[src/rtl/vu_pkg.sv]
// Shared constants and FSM encoding for the VU-meter level detector.
// Timer defaults are derived from the system clock frequency.
package vu_pkg;

  localparam int CLK_HZ                 = 50_000_000;
  localparam int LEDS_DEFAULT           = 20;
  localparam int DECAY_STEP_DEFAULT     = 16;
  localparam int DECAY_DIV_DEFAULT      = CLK_HZ / 1000;  // 1 ms decay tick
  localparam int REFRESH_CYCLES_DEFAULT = CLK_HZ / 50;    // 20 ms refresh

  typedef enum logic [1:0] {
    IDLE      = 2'd0,
    WAIT_ACK  = 2'd1,
    WAIT_DONE = 2'd2
  } vu_state_e;

endpackage

[src/rtl/vu_peak_hold.sv]
// Full-wave rectifier plus peak register with linear, saturating decay.
// A sample arriving on a decay tick is compared against the decayed peak.
module vu_peak_hold
  import vu_pkg::*;
#(
  parameter int SAMPLE_W   = 12,
  parameter int DECAY_DIV  = 50_000,
  parameter int DECAY_STEP = DECAY_STEP_DEFAULT
) (
  input  logic                i_clk,
  input  logic                i_rst,
  input  logic [SAMPLE_W-1:0] i_sample,
  input  logic                i_sample_valid,
  output logic [SAMPLE_W-1:0] o_peak
);

  localparam int DW = (DECAY_DIV > 1) ? $clog2(DECAY_DIV) : 1;
  localparam logic [SAMPLE_W-1:0] STEP = SAMPLE_W'(DECAY_STEP);

  logic [DW-1:0]       decay_cnt_q, decay_cnt_d;
  logic                decay_tick;
  logic [SAMPLE_W-1:0] peak_q, peak_d;
  logic [SAMPLE_W-1:0] abs_sample;
  logic [SAMPLE_W-1:0] decayed;

  // Negating in SAMPLE_W bits maps the most negative code onto 2^(SAMPLE_W-1) unsigned.
  assign abs_sample = i_sample[SAMPLE_W-1] ? (SAMPLE_W'(0) - i_sample) : i_sample;

  assign decay_tick = (decay_cnt_q == DW'(DECAY_DIV - 1));

  always_comb begin
    decay_cnt_d = decay_tick ? '0 : decay_cnt_q + DW'(1);
  end

  always_comb begin
    decayed = peak_q;
    if (decay_tick) begin
      decayed = (peak_q > STEP) ? (peak_q - STEP) : '0;
    end
    peak_d = decayed;
    if (i_sample_valid && (abs_sample > decayed)) begin
      peak_d = abs_sample;
    end
  end

  always_ff @(posedge i_clk) begin
    if (i_rst) begin
      decay_cnt_q <= '0;
      peak_q      <= '0;
    end else begin
      decay_cnt_q <= decay_cnt_d;
      peak_q      <= peak_d;
    end
  end

  assign o_peak = peak_q;

endmodule

[src/rtl/vu_level_detector.sv]
// Maps the held audio peak to a 0..LEDS bar length and hands it to the pixel
// controller once per refresh period, only when the bar length has changed.
module vu_level_detector
  import vu_pkg::*;
#(
  parameter int SAMPLE_W       = 12,
  parameter int LEDS           = LEDS_DEFAULT,
  parameter int DECAY_DIV      = DECAY_DIV_DEFAULT,
  parameter int DECAY_STEP     = DECAY_STEP_DEFAULT,
  parameter int REFRESH_CYCLES = REFRESH_CYCLES_DEFAULT
) (
  input  logic                i_clk,
  input  logic                i_rst,
  input  logic [SAMPLE_W-1:0] i_sample,
  input  logic                i_sample_valid,
  input  logic                i_rdy,
  output logic [7:0]          o_value,
  output logic                o_send
);

  localparam int PW = SAMPLE_W + $clog2(LEDS + 1);
  localparam int RW = (REFRESH_CYCLES > 1) ? $clog2(REFRESH_CYCLES) : 1;

  logic [SAMPLE_W-1:0] peak;
  logic [PW-1:0]       product;
  logic [PW-1:0]       scaled;
  logic [7:0]          level_q, level_d;

  logic [RW-1:0]       refresh_cnt_q, refresh_cnt_d;
  logic                wrap_q, wrap_d;
  logic                pending_q, pending_d;

  vu_state_e           state_q, state_d;
  logic [7:0]          last_sent_q, last_sent_d;
  logic [7:0]          value_q, value_d;
  logic                send_q, send_d;

  vu_peak_hold #(
    .SAMPLE_W   (SAMPLE_W),
    .DECAY_DIV  (DECAY_DIV),
    .DECAY_STEP (DECAY_STEP)
  ) u_peak_hold (
    .i_clk          (i_clk),
    .i_rst          (i_rst),
    .i_sample       (i_sample),
    .i_sample_valid (i_sample_valid),
    .o_peak         (peak)
  );

  // Full scale is 2^(SAMPLE_W-1); a larger rectified peak overshoots and is clamped.
  always_comb begin
    product = PW'(peak) * PW'(LEDS);
    scaled  = product >> (SAMPLE_W - 1);
    level_d = (scaled > PW'(LEDS)) ? 8'(LEDS) : 8'(scaled);
  end

  always_comb begin
    wrap_d        = (refresh_cnt_q == RW'(REFRESH_CYCLES - 1));
    refresh_cnt_d = wrap_d ? '0 : refresh_cnt_q + RW'(1);
  end

  always_comb begin
    state_d     = state_q;
    pending_d   = pending_q;
    last_sent_d = last_sent_q;
    value_d     = value_q;
    send_d      = 1'b0;

    case (state_q)
      IDLE: begin
        if (pending_q && i_rdy) begin
          pending_d = 1'b0;
          if (level_q != last_sent_q) begin
            value_d     = level_q;
            last_sent_d = level_q;
            send_d      = 1'b1;
            state_d     = WAIT_ACK;
          end
        end
      end
      WAIT_ACK: begin
        if (!i_rdy) begin
          state_d = WAIT_DONE;
        end
      end
      WAIT_DONE: begin
        if (i_rdy) begin
          state_d = IDLE;
        end
      end
      default: state_d = IDLE;
    endcase

    // A fresh refresh request wins over the clear of an older one.
    if (wrap_q) begin
      pending_d = 1'b1;
    end
  end

  always_ff @(posedge i_clk) begin
    if (i_rst) begin
      level_q       <= '0;
      refresh_cnt_q <= '0;
      wrap_q        <= 1'b0;
      pending_q     <= 1'b0;
      state_q       <= IDLE;
      last_sent_q   <= 8'hFF;
      value_q       <= '0;
      send_q        <= 1'b0;
    end else begin
      level_q       <= level_d;
      refresh_cnt_q <= refresh_cnt_d;
      wrap_q        <= wrap_d;
      pending_q     <= pending_d;
      state_q       <= state_d;
      last_sent_q   <= last_sent_d;
      value_q       <= value_d;
      send_q        <= send_d;
    end
  end

  assign o_value = value_q;
  assign o_send  = send_q;

endmodule

[config.mk]
export PLATFORM = sky130hd
export DESIGN_NAME = vu_level_detector
export DESIGN_NICKNAME = d
export VERILOG_FILES = /design/src/rtl/vu_pkg.sv /design/src/rtl/vu_peak_hold.sv /design/src/rtl/vu_level_detector.sv
export SDC_FILE = /design/constraint.sdc
export NUM_CORES = 1
export LEC_CHECK = 0
export ABC_CLOCK_PERIOD_IN_PS = 3400
export BUFFER_PORTS_ARGS = -buffer_cell sky130_fd_sc_hd__buf_2
export CAP_MARGIN = 20
export CORE_UTILIZATION = 55
export DETAILED_ROUTE_END_ITERATION = 8
export PLACE_DENSITY_LB_ADDON = 0.15
export SETUP_SLACK_MARGIN = 0.3
export SLEW_MARGIN = 10
export SYNTH_ARGS = -nofsm -noshare
export SYNTH_HDL_FRONTEND = slang
export SYNTH_SLANG_ARGS = --single-unit
[constraint.sdc]
create_clock -name i_clk -period 3.4 [get_ports i_clk]
set_input_delay 0.51 -clock i_clk [delete_from_list [all_inputs] [get_ports i_clk]]
set_output_delay 0.51 -clock i_clk [all_outputs]
set_load 0.005 [all_outputs]
==> results.toml, run 1 <==
[status]
status = "complete, but fails checks"
violations = "setup timing"

[timing]
setup-tns-final_ns = -0.508
clock_skew_ns = 0.0111
hold_viol_final = 0
max_freq_mhz = 289
relSlewSlack = 0.369
drv_slew = 0
worst_slew_pin_slew_ns = 0.946
rsz0062_at_grt = "yes"
finalCritPeriodShare = 1.02
setup_ws_ns = -0.0659
fin_crit_ns = 3.47
final-setup-viol-count = 12

[drt]
vias = 3487
first_iter_violations = 91
drt_wl_total_um = 8300
drc = 0
vias_per_cell = 5.60
wl_per_cell_um = 13.3
drtAntennaViolNets = 0
drt_pass1_iterations = 4

[clock_network]
cts_made_buffers = 9
clk_pin_slew_worst_paths_ns = 0.08
clk_path_buf_depth = 2
tritoncts = "yes"
clock_sinks = 72
worstSkewPairLatency_ns = 0.34
cts_max_level = 3
ctsRootBufferMaster = "clkbuf_8"

[floorplanning]
core_um2 = 6940
fp.dieW_um = 87.6
die_h_um = 87.6
die_area_um2 = 7680
io-pin-count = 25
rows = 30
start_util = 0.581

[setup_path]
cp.arrival_ns = 3.70
cp_top_family = "simple AND/OR/NAND/NOR gates"
critPathBufInv = 1
cp_data_required_time_ns = 3.64
cp_max_fo = 7
slowest_delay_ns = 0.54
slowest_stage = "or4_4"
worstSetupPathType = "reg -> reg"
startpoint_type = "flip-flop"
crit_path_end_kind = "flip-flop"
crit_chain = "or4_4 > or4_4 > or3_4 > a21oi_4 > a21oi_2 > ha_1 > and4_4 > nand2_4 > a21o_1 > a21oi_4 > buf_6 > nor3_1 > a31o_2"

[global_route]
grt_use_total = 0.227
grt_overflow_total = 0
antenna_found_initial = 0
first_global_vias = 3247
grt_max_degree = 28
grt_pass1_wl_um = 13900

[finish]
drive_gt1_frac = 0.190
final_nets = 573
final_util = 0.692
area_delta_synth_final_pct = 19.2
diodes = 0
fillers = 589

[synth]
synth-seq-cells = 72
synthArstFlopShare = 0
yosys_warnings = 0
synth_area_leaders = "dfxtp_1 36%, ha_1 11%, xnor2_1 6.7%"
synth.avg_cell_area_um2 = 8.52
synth_area_um2 = 4030
synth-main-ff-cell = "dfxtp_1"
yosys.area.top_type = "dfxtp_1"
synth_edf_count = 0
synth_cell_types = 59
yosysTopAreaCellShare = 0.358
syn_inst = 473
synth_seq_area_share = 0.358

[place]
dp_hpwl_um = 5870
post-place-ws_ns = -0.296
portBuffers = 22
gp_congestion = 0.824

[power_and_ir_drop]
p_leak_nw = 1.93
vdd.ir_drop.worst_mv = 0.234
power_density_nw_per_um2 = 458

[hold_path]
hold_path_class = "in -> reg"

[job]
drv_cap = 0
==> logic make-up (layout without fill, tap and decap cells) <==
family | Yosys count | in the layout | share of synthesized area
buffers and inverters | 30 | 82 | 0.0304
other | 1 | 3 | 0.000930
AND/OR/NAND/NOR | 194 | 194 | 0.245
flip-flops | 72 | 72 | 0.358
adder cells (fa/ha/maj) | 35 | 35 | 0.109
multiplexers | 14 | 14 | 0.0348
XOR/XNOR | 40 | 40 | 0.0869
AO/OA/AOI/OAI | 87 | 87 | 0.136
==> cells in the mapped netlist (2+ instances only) <==
master and count:
nand3_1 17, and4_1 3, and2_1 3, o21ai_0 20, nand3b_1 2, nor2b_1 7, ha_1 35, buf_2 2
nand2b_1 3, xor2_1 9, and3_1 11, o31ai_1 5, buf_4 2, nor4_1 4, nand2_1 41, a22oi_1 2
mux2i_1 14, a31oi_1 2, inv_1 14, or2_2 2, nor2_1 50, clkbuf_1 11, nand4_1 7, xnor2_1 31
or3_1 15, or4_4 2, a211oi_1 7, o21a_1 4, nor3_1 18, a21oi_1 28, a31o_2 3, dfxtp_1 72
==> worst register-to-register path, cell delays in order, from the launching register on <==
cell and delay [ns]:
dfxtp_2 0.33, or4_4 0.54, or4_4 0.47, or3_4 0.36
a21oi_4 0.15, a21oi_2 0.05, ha_1 0.31, and4_4 0.26
nand2_4 0.05, a21o_1 0.20, a21oi_4 0.22, buf_6 0.16
nor3_1 0.04, a31o_2 0.23
==> routing by layer <==
metal	track usage	up-vias	share of wire
met5	0	-	0
met1	0.284	1641	0.48
met3	0.0358	9	0.024
li1	-	1790	-
met4	0.0745	0	0.010
met2	0.400	47	0.48
==> layout by cell type (no fill, tap or decap), types with 11 or more instances in the layout <==
cell type / synthesis / routed
a21oi_1: 28 / 23
and3_1: 11 / 11
buf_2: 2 / 23
buf_4: 2 / 26
dfxtp_1: 72 / 70
ha_1: 35 / 34
inv_1: 14 / 14
mux2i_1: 14 / 14
nand2_1: 41 / 39
nand3_1: 17 / 17
nor2_1: 50 / 50
nor3_1: 18 / 18
o21ai_0: 20 / 18
or3_1: 15 / 13
xnor2_1: 31 / 30
==> cell type report <==
class / count / area [µm²] / share of cell area
Multi-Input combinational cell: 373 / 2620 / 0.545
Sequential cell: 72 / 1440 / 0.301
Timing Repair Buffer: 52 / 344 / 0.0716
Clock buffer: 10 / 138 / 0.0286
Tap cell: 96 / 120 / 0.0250
Clock inverter: 6 / 90.1 / 0.0187
Inverter: 14 / 52.6 / 0.0109
==> where the power goes <==
group	switching [mW]	total (mW)	internal, mW
Sequential	0.0500	0.929	0.879
Combinational	0.270	0.502	0.231
Clock	0.333	0.769	0.436
Total	0.654	2.20	1.55
==> final timing paths <==
kind / cells after the start / slack, ns / from / to
max reg2reg: 13 / -0.07 / u_peak_hold.decay_cnt_q[7] / u_peak_hold.o_peak[4]
min: 2 / 0.35 / i_rdy / state_q[1]
min reg2reg: 1 / 0.44 / wrap_q / pending_q
max: 13 / -0.07 / u_peak_hold.decay_cnt_q[7] / u_peak_hold.o_peak[4]
==> per-stage QoR <==
step	power (mW)	cell area (µm²)	hold WS, ns	instances
6_report	2.20	4800	0.347	623
5_1_grt	2.31	4800	0.351	623
4_1_cts	2.14	4680	0.339	620
3_5_place_dp	1.36	4420	0.428	602
3_3_place_gp	1.34	4420	0.428	602
2_1_floorplan	1.25	4080	0.413	475
==> registers in the layout (all words and copies together), names as in the netlist <==
signal and count:
o_value 6, u_peak_hold.decay_cnt_q 16, last_sent_q 7, pending_q 1, state_q 2, wrap_q 1
u_peak_hold.o_peak 12, refresh_cnt_q 20, level_q 6, o_send 1
==> repair_timing <==
action                     4_1_cts  5_1_grt
hold buffers                     0        0
setup buffers                    2        1
pin swaps                        0       16
setup endpoints to repair       12       12
resized for setup                3       23
cloned                           0        2
Power figures use the tool's default switching activity.
==> run 2, diff against run 1 <==
--- a/config.mk
+++ b/config.mk
@@ -8,6 +8,7 @@
 export ABC_CLOCK_PERIOD_IN_PS = 3400
 export BUFFER_PORTS_ARGS = -buffer_cell sky130_fd_sc_hd__buf_2
 export CAP_MARGIN = 20
+export CORE_MARGIN = 2
 export CORE_UTILIZATION = 55
 export DETAILED_ROUTE_END_ITERATION = 8
 export PLACE_DENSITY_LB_ADDON = 0.15
==> results.toml, run 2 (synthesized netlist as in run 1, its figures left out) <==
[status]
status = "complete, but fails checks"
violations = "setup timing"

[timing]
drv_slew = 0
clock_skew_ns = 0.0123
setup_ws_ns = -0.0699
hold_viol_final = 0
relSlewSlack = 0.405
setup-tns-final_ns = -0.385
worst_slew_pin_slew_ns = 0.893
holdWs_ns = 0.339
final-setup-viol-count = 10
finalCritPeriodShare = 1.02
fin_crit_ns = 3.47
max_freq_mhz = 288
rsz0062_at_grt = "yes"

[drt]
wl_per_cell_um = 12.9
vias = 3470
drt_pass1_iterations = 4
drc = 0
drt_wl_total_um = 8120
first_iter_violations = 88
drtAntennaViolNets = 0
vias_per_cell = 5.50

[setup_path]
slowest_delay_ns = 0.54
crit_chain = "or4_4 > or4_4 > or3_1 > a21oi_2 > a21oi_2 > ha_1 > and4_4 > nand2_4 > a21o_1 > a21oi_4 > buf_12 > nor3_1 > a31o_2"
cp.arrival_ns = 3.73
worstSetupPathType = "reg -> reg"
crit_path_end_kind = "flip-flop"
startpoint_type = "flip-flop"
slowest_stage = "or4_4"
cp_max_fo = 11
cp_data_required_time_ns = 3.66

[finish]
diodes = 0
final_common_cell = "dfxtp_1"
drive_gt1_frac = 0.199
stdcell_area_um2 = 4820
final_cell_mix = "71 x dfxtp_1, 50 x nor2_1, 39 x nand2_1"
fillers = 591
regMostFlops = "refresh_cnt_q"
largest_reg_flops = 20
final_cells = 631
area_delta_synth_final_pct = 19.7
final_util = 0.672
final_nets = 578

[clock_network]
clock_sinks = 72
clk_pin_slew_worst_paths_ns = 0.09
cts_made_buffers = 9
cts_max_level = 3
holdBufCountCts = 0
tritoncts = "yes"
ctsRootBufferMaster = "clkbuf_8"
worstSkewPairLatency_ns = 0.36
clk_path_buf_depth = 2

[place]
gp_congestion = 0.833
post-place-ws_ns = -0.337
placed_cells = 610
placed_cell_area_um2 = 4470
portBuffers = 22
dp_hpwl_um = 5890

[global_route]
grt_use_total = 0.215
grt_overflow_total = 0
antenna_found_initial = 0
grt_pass1_wl_um = 13700
grt_max_degree = 28
first_global_vias = 3140

[floorplanning]
io-pin-count = 25
start_util = 0.562
die_h_um = 89.6
core_um2 = 7180
rows = 31
fp.dieW_um = 89.6
die_area_um2 = 8030

[power_and_ir_drop]
power_mw = 2.07
p_leak_nw = 1.93
power_density_nw_per_um2 = 430
vdd.ir_drop.worst_mv = 0.207

[job]
drv_cap = 0

[hold_path]
hold_path_class = "in -> reg"
[run 2: cell count changes in the layout (fill, tap and decap cells not counted), sizes merged]
| cell | change |
|---|---|
| clkinv | -2 |
| bufinv | -2 |
| buf | +4 |
| clkinvlp | +2 |
| inv | +3 |
[run 2: critical path, delay by kind of cell, from the launching register on]
family / cells / cell delay [ns]
simple gates: 6 / 1.72
compound gates: 5 / 0.86
flops: 1 / 0.32
fa+ha+maj: 1 / 0.30
buf+inv: 1 / 0.16
[run 2: where the power goes]
group | switching (mW) | internal [mW] | total (mW)
combinational | 0.274 | 0.237 | 0.511
sequential | 0.0447 | 0.879 | 0.924
clock | 0.363 | 0.277 | 0.640
[run 2: path summary, 6_finish.rpt]
check | from | endpoint | slack, ns | depth (start not counted)
hold / removal | i_rdy | state_q[1] | 0.34 | 2
hold reg to reg | wrap_q | pending_q | 0.45 | 1
setup / recovery | u_peak_hold.decay_cnt_q[13] | u_peak_hold.o_peak[4] | -0.07 | 13
setup reg to reg | u_peak_hold.decay_cnt_q[13] | u_peak_hold.o_peak[4] | -0.07 | 13
[run 2: cell type report]
| cell class | instances | area [µm²] | share of cell area |
|---|---|---|---|
| multi-input combinational | 373 | 2610 | 0.541 |
| tap | 99 | 124 | 0.0257 |
| clock buffer | 9 | 124 | 0.0257 |
| clock inverter | 7 | 60.1 | 0.0124 |
| timing repair buffer | 57 | 410 | 0.0851 |
| sequential | 72 | 1440 | 0.299 |
| inverter | 14 | 52.6 | 0.0109 |
[run 2: repair_timing]
item                                    4_1_cts  5_1_grt
endpoints found under the setup margin       12       12
buffers inserted                              3        0
gates cloned                                  2        0
gates resized for setup                      20        6
pin swaps                                    17        1
[run 2: per-layer routing]
layer / vias up / share of wire / track usage
met4: 0 / 0.017 / 0.0692
met3: 16 / 0.033 / 0.0430
met2: 68 / 0.48 / 0.378
met1: 1593 / 0.47 / 0.264
li1: 1793 / - / -
met5: - / 0 / 0
==> run 3, diff against run 2 <==
--- a/config.mk
+++ b/config.mk
@@ -8,8 +8,10 @@
 export ABC_CLOCK_PERIOD_IN_PS = 3400
 export BUFFER_PORTS_ARGS = -buffer_cell sky130_fd_sc_hd__buf_2
 export CAP_MARGIN = 20
+export CELL_PAD_IN_SITES_DETAIL_PLACEMENT = 1
+export CELL_PAD_IN_SITES_GLOBAL_PLACEMENT = 1
 export CORE_MARGIN = 2
-export CORE_UTILIZATION = 55
+export CORE_UTILIZATION = 42
 export DETAILED_ROUTE_END_ITERATION = 8
 export PLACE_DENSITY_LB_ADDON = 0.15
 export SETUP_SLACK_MARGIN = 0.3
==> results.toml, run 3 (synthesized netlist as in run 1, its figures left out) <==
[power_and_ir_drop]
vdd.ir_drop.worst_mv = 0.171
p_leak_nw = 1.97
power_density_nw_per_um2 = 446

[timing]
holdWs_ns = 0.347
finalCritPeriodShare = 1.07
final-setup-viol-count = 12
relSlewSlack = 0.537
hold_viol_final = 0
max_freq_mhz = 275
rsz0062_at_grt = "yes"
drv_slew = 0
worst_slew_pin_slew_ns = 0.693
clock_skew_ns = 0.0134
setup_ws_ns = -0.236
fin_crit_ns = 3.64

[drt]
vias = 3572
first_iter_violations = 110
drt_wl_total_um = 10000
drt_pass1_iterations = 4
vias_per_cell = 5.40
wl_per_cell_um = 15.1
drc = 0
drtAntennaViolNets = 0

[global_route]
first_global_vias = 3682
grt_overflow_total = 0
grt_max_degree = 28
grt_use_total = 0.205
antenna_found_initial = 0
grt_pass1_wl_um = 17000

[setup_path]
cp.arrival_ns = 3.88
crit_path_end_kind = "flip-flop"
cp_data_required_time_ns = 3.65
crit_path_frequent_cell = "or4_4"
cp_max_fo = 11
slowest_stage = "or4_4"
ff2ff_setup_slack_ns = -0.24
startpoint_type = "flip-flop"
crit_chain = "or4_4 > or4_4 > buf_4 > or3_4 > and2_4 > ha_1 > nor2b_1 > o211ai_1 > a21o_1 > a21oi_4 > buf_12 > nor3_1 > a31o_2"
worstSetupPathType = "reg -> reg"
slowest_delay_ns = 0.53

[finish]
fillers = 1120
area_delta_synth_final_pct = 21.6
diodes = 0
final_cell_mix = "70 x dfxtp_1, 50 x nor2_1, 38 x nand2_1"
regMostFlops = "refresh_cnt_q"
drive_gt1_frac = 0.203
multi_input_area_um2 = 2620
largest_reg_flops = 20
final_common_cell = "dfxtp_1"
regArea_um2 = 1440
final_cells = 662
final_nets = 580

[status]
status = "complete, but fails checks"
violations = "setup timing"

[place]
placed_cells = 638
portBuffers = 22
dp_hpwl_um = 7110
gp_congestion = 0.800
post-place-ws_ns = -0.354

[floorplanning]
io-pin-count = 25
die_h_um = 102
rows = 35
fp.dieW_um = 102
die_area_um2 = 10400
start_util = 0.434
core_um2 = 9280

[clock_network]
cts_max_level = 3
clock_sinks = 72
tritoncts = "yes"
worstSkewPairLatency_ns = 0.35
clk_pin_slew_worst_paths_ns = 0.08
ctsRootBufferMaster = "clkbuf_8"
holdBufCountCts = 0
clk_path_buf_depth = 2
cts_made_buffers = 9

[hold_path]
hold_path_class = "in -> reg"

[job]
drv_cap = 0
## run 3: final timing paths
check / from / endpoint / cells after the start
worst max-delay path: u_peak_hold.decay_cnt_q[11] / u_peak_hold.o_peak[11] / 13
worst max register to register: u_peak_hold.decay_cnt_q[11] / u_peak_hold.o_peak[11] / 13
worst min register to register: wrap_q / pending_q / 1
worst min-delay path: i_rdy / state_q[1] / 2
## run 3: per-stage QoR
stage	instance area (µm²)	utilization	power, mW	setup TNS (ns)
2_1_floorplan	4080	-	1.25	-0.0309
3_3_place_gp	4500	0.484	1.38	-1.93
3_5_place_dp	4500	0.484	1.40	-3.62
4_1_cts	4830	0.521	2.17	-1.42
5_1_grt	4900	0.528	2.31	-3.86
6_report	4900	0.528	2.18	-2.34
## run 3: timing repair
item / in CTS / in global routing
setup endpoints to repair: 12 / 12
pin swaps: 6 / 11
gates resized for setup: 17 / 12
setup buffers: 5 / 2
cloned: 2 / 0
## run 3: where the power goes
part	total [mW]	internal, mW	switching, mW
Clock	0.691	0.355	0.336
Combinational	0.576	0.268	0.308
Sequential	0.917	0.879	0.0382
Total	2.18	1.50	0.682
## run 3: worst max-delay path: cells and delay by family (launching register included)
| family | cells | cell delay [ns] |
|---|---|---|
| AOI/OAI and AO/OA | 4 | 0.83 |
| DFF | 1 | 0.33 |
| buffers and inverters | 2 | 0.36 |
| and+or+nand+nor | 6 | 1.82 |
| adders and majority gates | 1 | 0.18 |
## run 3: cell type report
type                            instances  area share
Sequential cell                        72       0.294
Timing Repair Buffer                   59      0.0875
Multi-Input combinational cell        373       0.535
Inverter                               14      0.0107
Clock inverter                          5      0.0115
Clock buffer                           10      0.0281
Tap cell                              129      0.0329
## run 3: metal layers
| metal | vias up | global-route usage | part of all wire | routed length, µm |
|---|---|---|---|---|
| met5 | - | 0 | 0 | 0 |
| met4 | 0 | 0.0810 | 0.019 | 190 |
| met3 | 17 | 0.0315 | 0.027 | 267 |
| met2 | 49 | 0.376 | 0.50 | 5060 |
| met1 | 1718 | 0.237 | 0.45 | 4500 |
| li1 | 1788 | - | - | - |
